**src/rtl/demux_stream_generate.sv**
```systemverilog
// demux_stream_generate: registered 1-to-N stream demultiplexer.
// One input stream carries a channel select. Each accepted beat is placed in a
// one-entry output register for that channel. Every channel has its own
// valid/ready handshake, so a stalled channel only blocks beats aimed at it.
//
// Parameters:
//   N_OUT    number of output channels (2..16)
//   DW       payload width
//   USE_CASE 1: case-statement select decoder, 0: shift-based decoder (same behaviour)
//
// Ports:
//   clk, rst   rising-edge clock, asynchronous active-high reset
//   in_data    input payload
//   in_sel     destination channel of in_data
//   in_valid   input beat present
//   in_ready   beat can be accepted this cycle (combinational)
//   out_data   channel k payload at [k*DW +: DW]
//   out_valid  channel k register holds a beat
//   out_ready  consumer k takes its beat this cycle
//   drop_err   one-cycle pulse after a beat with an out-of-range select was discarded
//   drop_cnt   saturating count of discarded beats
module demux_stream_generate #(
  parameter int unsigned N_OUT    = 4,
  parameter int unsigned DW       = 8,
  parameter int unsigned USE_CASE = 0,
  localparam int unsigned SELW    = (N_OUT > 1) ? $clog2(N_OUT) : 1
) (
  input  logic                clk,
  input  logic                rst,
  input  logic [DW-1:0]       in_data,
  input  logic [SELW-1:0]     in_sel,
  input  logic                in_valid,
  output logic                in_ready,
  output logic [N_OUT*DW-1:0] out_data,
  output logic [N_OUT-1:0]    out_valid,
  input  logic [N_OUT-1:0]    out_ready,
  output logic                drop_err,
  output logic [7:0]          drop_cnt
);

  logic [N_OUT-1:0]    dec;
  logic                in_range;
  logic                accept;
  logic                drop;
  logic [N_OUT-1:0]    load;
  logic [N_OUT-1:0]    pop;

  logic [N_OUT-1:0]    valid_q, valid_d;
  logic [N_OUT*DW-1:0] data_q, data_d;
  logic                drop_err_q, drop_err_d;
  logic [7:0]          drop_cnt_q, drop_cnt_d;

  // Select decoder: one-hot of in_sel, all-zero when in_sel >= N_OUT.
  if (USE_CASE != 0) begin : g_case_dec
    always_comb begin
      dec = '0;
      for (int k = 0; k < N_OUT; k++) begin
        case (in_sel)
          SELW'(k): dec[k] = 1'b1;
          default:  ;
        endcase
      end
    end
  end else begin : g_assign_dec
    localparam logic [N_OUT-1:0] OneHot0 = 1;
    // Bits shifted past N_OUT vanish, so out-of-range selects decode to zero.
    assign dec = OneHot0 << in_sel;
  end

  assign in_range = |dec;

  // An occupied channel whose consumer is popping this cycle can still take a beat.
  assign in_ready = in_range ? |(dec & (~valid_q | out_ready)) : 1'b1;
  assign accept   = in_valid & in_ready;
  assign load     = accept ? dec : '0;
  assign pop      = valid_q & out_ready;
  assign drop     = accept & ~in_range;

  always_comb begin
    valid_d = (valid_q & ~pop) | load;
    data_d  = data_q;
    for (int k = 0; k < N_OUT; k++) begin
      if (load[k]) begin
        data_d[k*DW +: DW] = in_data;
      end
    end
    drop_err_d = drop;
    drop_cnt_d = (drop && (drop_cnt_q != 8'hFF)) ? drop_cnt_q + 8'd1 : drop_cnt_q;
  end

  always_ff @(posedge clk or posedge rst) begin
    if (rst) begin
      valid_q    <= '0;
      data_q     <= '0;
      drop_err_q <= 1'b0;
      drop_cnt_q <= 8'd0;
    end else begin
      valid_q    <= valid_d;
      data_q     <= data_d;
      drop_err_q <= drop_err_d;
      drop_cnt_q <= drop_cnt_d;
    end
  end

  assign out_valid = valid_q;
  assign out_data  = data_q;
  assign drop_err  = drop_err_q;
  assign drop_cnt  = drop_cnt_q;

endmodule

```
**config.mk**
```make
export PLATFORM = sky130hd
export DESIGN_NAME = demux_stream_generate
export DESIGN_NICKNAME = d
export VERILOG_FILES = /design/src/rtl/demux_stream_generate.sv
export SDC_FILE = /design/constraint.sdc
export NUM_CORES = 1
export LEC_CHECK = 0
export ABC_AREA = 1
export CAP_MARGIN = 10
export CORE_ASPECT_RATIO = 2
export CORE_MARGIN = 2
export CORE_UTILIZATION = 28
export CTS_CLUSTER_SIZE = 8
export DETAILED_ROUTE_END_ITERATION = 10
export GPL_TIMING_DRIVEN = 0
export SETUP_SLACK_MARGIN = 0.4
export SLEW_MARGIN = 20
export SYNTH_ARGS = -nofsm -noshare
export SYNTH_HDL_FRONTEND = slang
export SYNTH_SLANG_ARGS = --single-unit
```
**constraint.sdc**
```tcl
create_clock -name clk -period 3.65 [get_ports clk]
set_input_delay 0.9125 -clock clk [delete_from_list [all_inputs] [get_ports clk]]
set_output_delay 0.9125 -clock clk [all_outputs]
set_load 0.005 [all_outputs]
```
==> impl_results.md, run 1 <==
- Status: finished, final reports clean
- Clock Pin Slew Worst Setup and Hold Paths: 60 ps
- Placed cell area: 2561 µm²
- Final Skew: 4.259 ps
- Crit path DAT: 2130 ps
- Fraction of registers with async set or reset after synthesis: 100.0%
- R2R cell count: 9
- GR met3 Demand/Resource: 3.736%
- Worst-path cell chain: clkdlybuf4s50_1 > inv_1 > nand2_1 > nand2_1 > nand2_1 > inv_1 > nand2_4 > buf_6 > dlygate4sd2_1
- Dpl hpwl: 3.637 mm
- Max incr delay on CP: 460 ps
- H-tree depth: 2
- Hold buffer count at CTS: 0
- Die W: 61.06 µm
- Clk buf depth: 2
- Pwr Density: 534.5 nW/µm²
- Pin count of the biggest net entering global routing: 36
- Final Routed Wirelength: 4.818 mm
- I/O pins: 63
- Grt total ovfl: 0
- First-pass GRT wire length: 7.776 mm
- Vias in the first global route: 1493
- Clock Tree Root: clkbuf_16
- Power, Total: 1.469 mW
- Top cell type's share of synthesized area: 61.77%
- Fin Hold WS: 454.4 ps
- Drt first pass iters: 4
- Worst setup EP type: primary output
- Final-stage net count: 277
- Leading area contributor after synthesis: dfrtp_1
- Initial antenna violation count: 0
- Number of buffers and inverters on the critical path: 5
- Routed WL per cell: 13.88 µm
- Synth Net Count: 207
- Post-synth top cells: nand2_1, dfrtp_1, nand4_1
- Largest delay share family, worst path: buffers and inverters
- Leak: 1.324 nW
- CTS tree: yes
- Number of CTS-inserted buffers: 5
- Worst IR Drop VDD: 0.0003172 V
- Core area: 6310 µm²
- Initial core utilization: 28.89%
- Multi-input logic area: 585.6 µm²
- Remaining DRCs: 0
- Top post-synthesis cells by area: dfrtp_1, nand2_1, nand4_1
- Synth Flop Type: dfrtp_1
- Diode count: 0
- Fill cells: 621
- Register area share after synthesis: 61.77%
- Global-route usage over all layers: 14.96%
- Chip Height: 118.1 µm
- Fin. max-slew vios: 0
- Worst-path fanout max: 10
- Post-Synthesis Cells: 190
- Place WS: -76.48 ps
- P&R area growth vs syn: 50.79%
- Critical Path RT: 2740 ps
- Yosys warns: 0
- Shortest period the worst path allows: 3041 ps
- RSZ-0062 raised after global routing: false
- Dpl cells: 338
- Port Buffers: 61
- Post-route setup TNS: 0 ps
- Hold path depth: 1
- Layout cells sized above 1: 9.962%
- Total number of vias: 1539
- Via-to-Cell Ratio: 4.435
- Avg Inst Size Synth: 9.595 µm²
- Critical path class: in2out
- Global placement routability congestion: 0.8596
- Final cycle utilization of the critical path: 83.32%
- Setup WS post-layout: 608.7 ps
- Number of synthesized flops with an enable pin: 0
- Crit path top cell by count: nand2_1
- DIE AREA: 7211 µm²
- Final instance area: 2749 µm²
- Hold Crit Class: reg2reg
- Fmax: 328.8 MHz
- Clk_lat worst skew: 280 ps
- CTS sink count: 45
- Slowest stage cell on the critical path: clkdlybuf4s50_1
- Yosys reg bits: 45
- # setup viols final: 0
- Met2 Use GR: 24.73%
- Final hold vios: 0
- Startpoint Class: input pin
- DRT iter0 DRCs: 47
- Met1 usage: 17.16%
- Mapped cell area: 1823 µm²
- Cell Count, Final, Fillers Out: 347
- Cell depth of the worst setup path: 9
- Netlist cell types: 13
- MaxCap Viol Count: 0
- Gr busiest metal: met2
- Register area: 1126 µm²
- FP Rows: 41
- Top-count cell post-synth: nand2_1
- Core Util, Final: 43.57%
- DRT antenna net count: 0
flip-flops by register name (all words and copies together) (netlist names):
register / count
drop_err: 1
out_valid: 4
out_data: 32
drop_cnt: 8
cell families (layout without fill, tap and decap cells):
family	after synthesis	after routing	synth area share [%]
buf+inv	25	96	6.383
flops	45	45	61.77
other cells	1	1	0.2057
simple gates	119	119	31.64
report_power, final:
part | switching, mW | internal, mW | leakage, nW
logic | 0.135 | 0.192 | 0.663
registers | 0.0449 | 0.578 | 0.577
clock network | 0.178 | 0.342 | 0.0841
final cells by class:
| class | count | share of cell area (%) |
|---|---|---|
| Sequential cell | 45 | 40.96 |
| Clock inverter | 1 | 1.092 |
| Multi-Input combinational cell | 120 | 21.30 |
| Timing Repair Buffer | 63 | 23.26 |
| Buffer | 15 | 2.868 |
| Clock buffer | 7 | 5.189 |
| Inverter | 10 | 1.411 |
| Tap cell | 86 | 3.914 |
placed cells by master (no fill, tap or decap), drive strengths merged:
cell type,n
conb,1
clkdlybuf4s15,2
inv,9
nand3,4
nor2,3
dlygate4sd2,1
buf,5
nand4,32
clkdlybuf4s50,58
clkbuf,19
bufinv,1
dfrtp,45
nand2,80
clkinv,1
metal layers:
metal	up-vias	part of all wire [%]
met1	718	37
met4	0	2.6
met2	56	55
met3	7	5.7
li1	758	-
met5	-	0
path summary, 6_finish.rpt:
| path | startpoint | end | slack (ps) |
|---|---|---|---|
| min in group asynchronous | rst | out_data[21] | 880 |
| max reg2reg | out_valid[3] | out_data[9] | 2240 |
| min | drop_cnt[5] | drop_cnt[5] | 450 |
| max in group asynchronous | rst | out_valid[1] | 2320 |
| min reg2reg | drop_cnt[5] | drop_cnt[5] | 450 |
| max | out_ready[3] | in_ready | 610 |
repair_timing:
action                     in CTS  in global routing
resized for setup               9                  0
setup endpoints to repair       1                  0
setup buffers                   1                  0
Note: power is estimated with default switching activity, not from simulation.
==> run 2, diff against run 1 <==
==> constraint.sdc (replaced) <==
create_clock -name clk -period 2.9 [get_ports clk]
set_input_delay 0.725 -clock clk [delete_from_list [all_inputs] [get_ports clk]]
set_output_delay 0.725 -clock clk [all_outputs]
set_load 0.005 [all_outputs]
==> run 2 against run 1 <==
Register-to-register slack worse by 820 ps. Setup slack worse by 160 ps. Critical path depth unchanged. Design area up 1.3%. Highest routed layer unchanged.
==> impl_results.md, run 2 (synthesis results as in run 1) <==
- Status: finished, final reports clean
- Port Buffers: 61
- Cell Count, Final, Fillers Out: 351
- Vias in the first global route: 1497
- Layout cells sized above 1: 12.83%
- Fin. max-slew vios: 0
- Final hold vios: 0
- Core Util, Final: 44.12%
- Dpl hpwl: 3.637 mm
- RSZ-0062 raised after global routing: false
- Leak: 1.353 nW
- DIE AREA: 7211 µm²
- Worst reg2reg path endpoint: out_data[9]
- Critical path class: in2out
- First-pass GRT wire length: 7.803 mm
- Clock Pin Slew Worst Setup and Hold Paths: 60 ps
- Hold buffer count at CTS: 0
- Shortest period the worst path allows: 2448 ps
- Pint: 1.404 mW
- Pwr Density: 666.2 nW/µm²
- Total number of vias: 1568
- Worst r2r src: out_valid[1]
- Via-to-Cell Ratio: 4.467
- Final Skew: 4.160 ps
- Net Switching: 450.5 µW
- Register area: 1126 µm²
- Combinational share of power: 22.6%
- P&R area growth vs syn: 52.71%
- Clock Tree Root: clkbuf_16
- Hold Crit Class: reg2reg
- Remaining DRCs: 0
- Critical Path RT: 2170 ps
- Clock power share: 35.2%
- Worst setup EP type: primary output
- Chip Height: 118.1 µm
- Dpl cells: 338
- Initial antenna violation count: 0
- Fill cells: 614
- Initial core utilization: 28.89%
- Clk buf depth: 2
- Pin count of the biggest net entering global routing: 36
- FP Rows: 41
- Worst hold start: drop_cnt[5]
- Routed WL per cell: 13.73 µm
- Commonest non-fill, non-tap cell in the layout: nand2_1
- Hold Path End: drop_cnt[5]
- Part of the power in registers: 42.3%
- Grt total ovfl: 0
- Final instance area: 2784 µm²
- Worst IR Drop VDD: 0.0003973 V
- Startpoint Class: input pin
- Post-route setup TNS: 0 ps
- Commonest cells after routing, fill and taps aside: nand2_1, clkdlybuf4s50_1, dfrtp_1
- I/O pins: 63
- Fmax: 408.5 MHz
- Number of CTS-inserted buffers: 5
- Global placement routability congestion: 0.8596
- Final cycle utilization of the critical path: 84.41%
- Clk_lat worst skew: 280 ps
- CTS tree: yes
- Core area: 6310 µm²
- Sw frac: 24.29%
- Diode count: 0
- Placed cell area: 2561 µm²
- Global-route usage over all layers: 15.02%
- Die W: 61.06 µm
- Final-stage net count: 281
- DRT antenna net count: 0
- Drt first pass iters: 4
- DRT iter0 DRCs: 53
- Crit path DAT: 1720 ps
- R2R cell count: 10
- CTS sink count: 45
- MaxCap Viol Count: 0
- H-tree depth: 2
- Hold path depth: 1
- Final Routed Wirelength: 4.820 mm
- # setup viols final: 0
- Worst-path fanout max: 2
- R2r setup slk: 1420 ps
- Multi-input logic area: 590.6 µm²
- Max reg flops: 32
run 2: cell type report:
| cell class | count | area share [%] |
|---|---|---|
| clock inverter | 1 | 1.079 |
| clock buffer | 7 | 5.124 |
| buffer | 15 | 2.831 |
| tap | 86 | 3.865 |
| multi-input combinational | 120 | 21.21 |
| timing repair buffer | 67 | 24.00 |
| sequential | 45 | 40.45 |
| inverter | 10 | 1.438 |
run 2: through the flow:
stage / setup slack [ps] / total power [mW] / hold WS, ps
after global routing: 395.8 / 1.960 / 468.9
after CTS: 432.4 / 1.878 / 458.9
after detailed placement: -451.5 / 1.214 / 446.0
after floorplan: 733.1 / 0.9312 / 452.1
after global placement: -464.2 / 1.203 / 440.5
final: 452.1 / 1.855 / 454.4
run 2: worst max-delay path by stage:
stage | depth (start not counted) | end | start | slack [ps]
after detailed placement | 8 | in_ready | in_sel[0] | -450
after CTS | 9 | in_ready | out_ready[2] | 430
after global routing | 9 | in_ready | out_ready[1] | 400
after global placement | 8 | in_ready | in_sel[1] | -460
final | 9 | in_ready | out_ready[1] | 450
after floorplan | 6 | in_ready | in_sel[1] | 730
run 2: timing repair:
item | in CTS | in global routing
setup endpoints to repair | 1 | 1
buffers inserted | 2 | 3
pin swaps | 2 | 6
gates resized for setup | 15 | 2
run 2: worst max-delay path, stage by stage:
cell and delay (ps):
clkdlybuf4s50_1 450, inv_1 30, nand2_1 70, nand2_1 60, nand2_1 80, inv_2 50
nand2_4 60, buf_6 90, buf_2 100
run 2: power by group through the flow:
stage                     Clock, mW  Sequential, mW  Combinational [mW]
after global routing          0.699           0.797               0.464
after floorplan                   0           0.797               0.134
after detailed placement          0           0.796               0.417
after CTS                     0.668           0.787               0.423
after global placement            0           0.796               0.407
final                         0.652           0.784               0.418
run 2: metal layers:
layer,wire length (µm),global-route usage (%),part of all wire (%)
met1,1745,17.30,36
met2,2680,24.80,56
met3,271,3.736,5.6
met4,122,7.065,2.5
met5,0,0,0
==> run 3, diff against run 2 <==
==> constraint.sdc (replaced) <==
create_clock -name clk -period 2.12 [get_ports clk]
set_input_delay 0.53 -clock clk [delete_from_list [all_inputs] [get_ports clk]]
set_output_delay 0.53 -clock clk [all_outputs]
set_load 0.005 [all_outputs]
==> run 3 against run 2 <==
Routed wire length decreased by 0.79%. Via count rose by 0.13%. Critical path depth stayed put. Critical path type unchanged. Largest cell class unchanged.
==> impl_results.md, run 3 (synthesis results as in run 1) <==
- # setup viols final: 0
- Initial antenna violation count: 0
- Clock Pin Slew Worst Setup and Hold Paths: 60 ps
- Placed cell area: 2567 µm²
- First-pass GRT wire length: 7.776 mm
- Hold Crit Class: reg2reg
- Status: finished, final reports clean
- H-tree depth: 2
- CTS tree: yes
- Clk buf depth: 2
- RSZ-0062 raised after global routing: true
- Total number of vias: 1570
- Fin. max-slew vios: 0
- Worst IR Drop VDD: 0.0006141 V
- Startpoint Class: input pin
- Pwr Density: 872.8 nW/µm²
- Worst-path fanout max: 4
- Hold buffer count at CTS: 0
- Global-route usage over all layers: 14.64%
- Vias in the first global route: 1508
- Place WS: -887.8 ps
- Layout cells sized above 1: 18.59%
- Hold path depth: 1
- DRT antenna net count: 0
- Worst hold start: drop_cnt[3]
- Initial core utilization: 28.89%
- Final cycle utilization of the critical path: 80.41%
- Max reg flops: 32
- Final-stage net count: 285
- Final instance area: 2821 µm²
- Core area: 6310 µm²
- Critical path class: in2out
- Number of CTS-inserted buffers: 5
- Critical Path RT: 1590 ps
- Worst r2r src: out_valid[1]
- Fmax: 586.7 MHz
- Commonest cells after routing, fill and taps aside: nand2_1, clkdlybuf4s50_1, dfrtp_1
- Dpl hpwl: 3.655 mm
- P&R area growth vs syn: 54.77%
- Hold Path End: drop_cnt[3]
- Remaining DRCs: 0
- R2R cell count: 9
- MaxCap Viol Count: 0
- Leak: 1.427 nW
- Port Buffers: 61
- Power, Total: 2.463 mW
- Setup WS post-layout: 415.4 ps
- Final hold vios: 0
- Via-to-Cell Ratio: 4.423
- Final Routed Wirelength: 4.782 mm
- Diode count: 0
- Drt first pass iters: 5
- Clock Tree Root: clkbuf_16
- Die W: 61.06 µm
- DRT iter0 DRCs: 31
- Worst setup EP type: primary output
- Shortest period the worst path allows: 1705 ps
- R2r setup slk: 770 ps
- Commonest non-fill, non-tap cell in the layout: nand2_1
- I/O pins: 63
- Pin count of the biggest net entering global routing: 35
- Routed WL per cell: 13.47 µm
- CTS sink count: 45
- Crit path DAT: 1170 ps
- Clk_lat worst skew: 290 ps
- Final Skew: 4.799 ps
- Worst reg2reg path endpoint: out_data[9]
- DIE AREA: 7211 µm²
- FP Rows: 41
- Global placement routability congestion: 0.8400
- Chip Height: 118.1 µm
- Grt total ovfl: 0
## run 3: how the worst max path moves through the flow
stage,from,to,slack [ps],cells past startpoint
3_5_place_dp,in_sel[1],in_ready,-890,9
6_report,in_sel[0],in_ready,420,9
3_3_place_gp,in_sel[1],in_ready,-870,9
5_1_grt,out_valid[1],in_ready,380,7
4_1_cts,in_sel[1],in_ready,400,9
2_1_floorplan,in_sel[1],in_ready,420,7
## run 3: cell type report
class | instances | area (µm²)
clock inverters | 1 | 5.005
multi-input cells | 120 | 605.6
well taps | 86 | 107.6
inverters | 10 | 42.54
flip-flops and latches | 45 | 1126
fillers | 635 | 3488
plain buffers | 15 | 78.83
clock buffers | 7 | 152.6
repair buffers | 71 | 703.2
## run 3: through the flow
step | std cells | util, % | TNS, ps | hold slack [ps]
final | 355 | 44.72 | 0 | 453.1
after global routing | 355 | 44.72 | 0 | 470.3
after CTS | 353 | 44.14 | 0 | 460.2
after detailed placement | 338 | 40.69 | -7012 | 447.1
after global placement | 337 | 40.37 | -22990 | 440.9
after floorplan | 190 | - | 0 | 452.1
## run 3: critical path: stages
cell,delay [ps]
buf_8,110
inv_2,60
nor2_4,30
nand2_1,50
nand2_1,60
inv_2,60
nand2_4,50
buf_6,110
buf_6,100
## run 3: power by group
| group | total [mW] | internal (mW) | switching [mW] |
|---|---|---|---|
| clock network | 0.811 | 0.499 | 0.313 |
| logic | 0.583 | 0.342 | 0.241 |
| registers | 1.07 | 0.995 | 0.0736 |
## run 3: per-layer routing
layer  global-route usage [%]  vias to the layer above  part of all wire, %
li1                         -                      773                    -
met1                    17.65                      742                   38
met2                    23.87                       49                   54
met3                    2.857                        6                  5.1
met4                    6.929                        0                  2.3
met5                        0                        -                    0
## run 3: what timing repair did
action,in CTS,in global routing
resized for setup,41,10
cloned,0,0
pin swaps,11,6
endpoints found under the setup margin,38,6
setup buffers,7,2
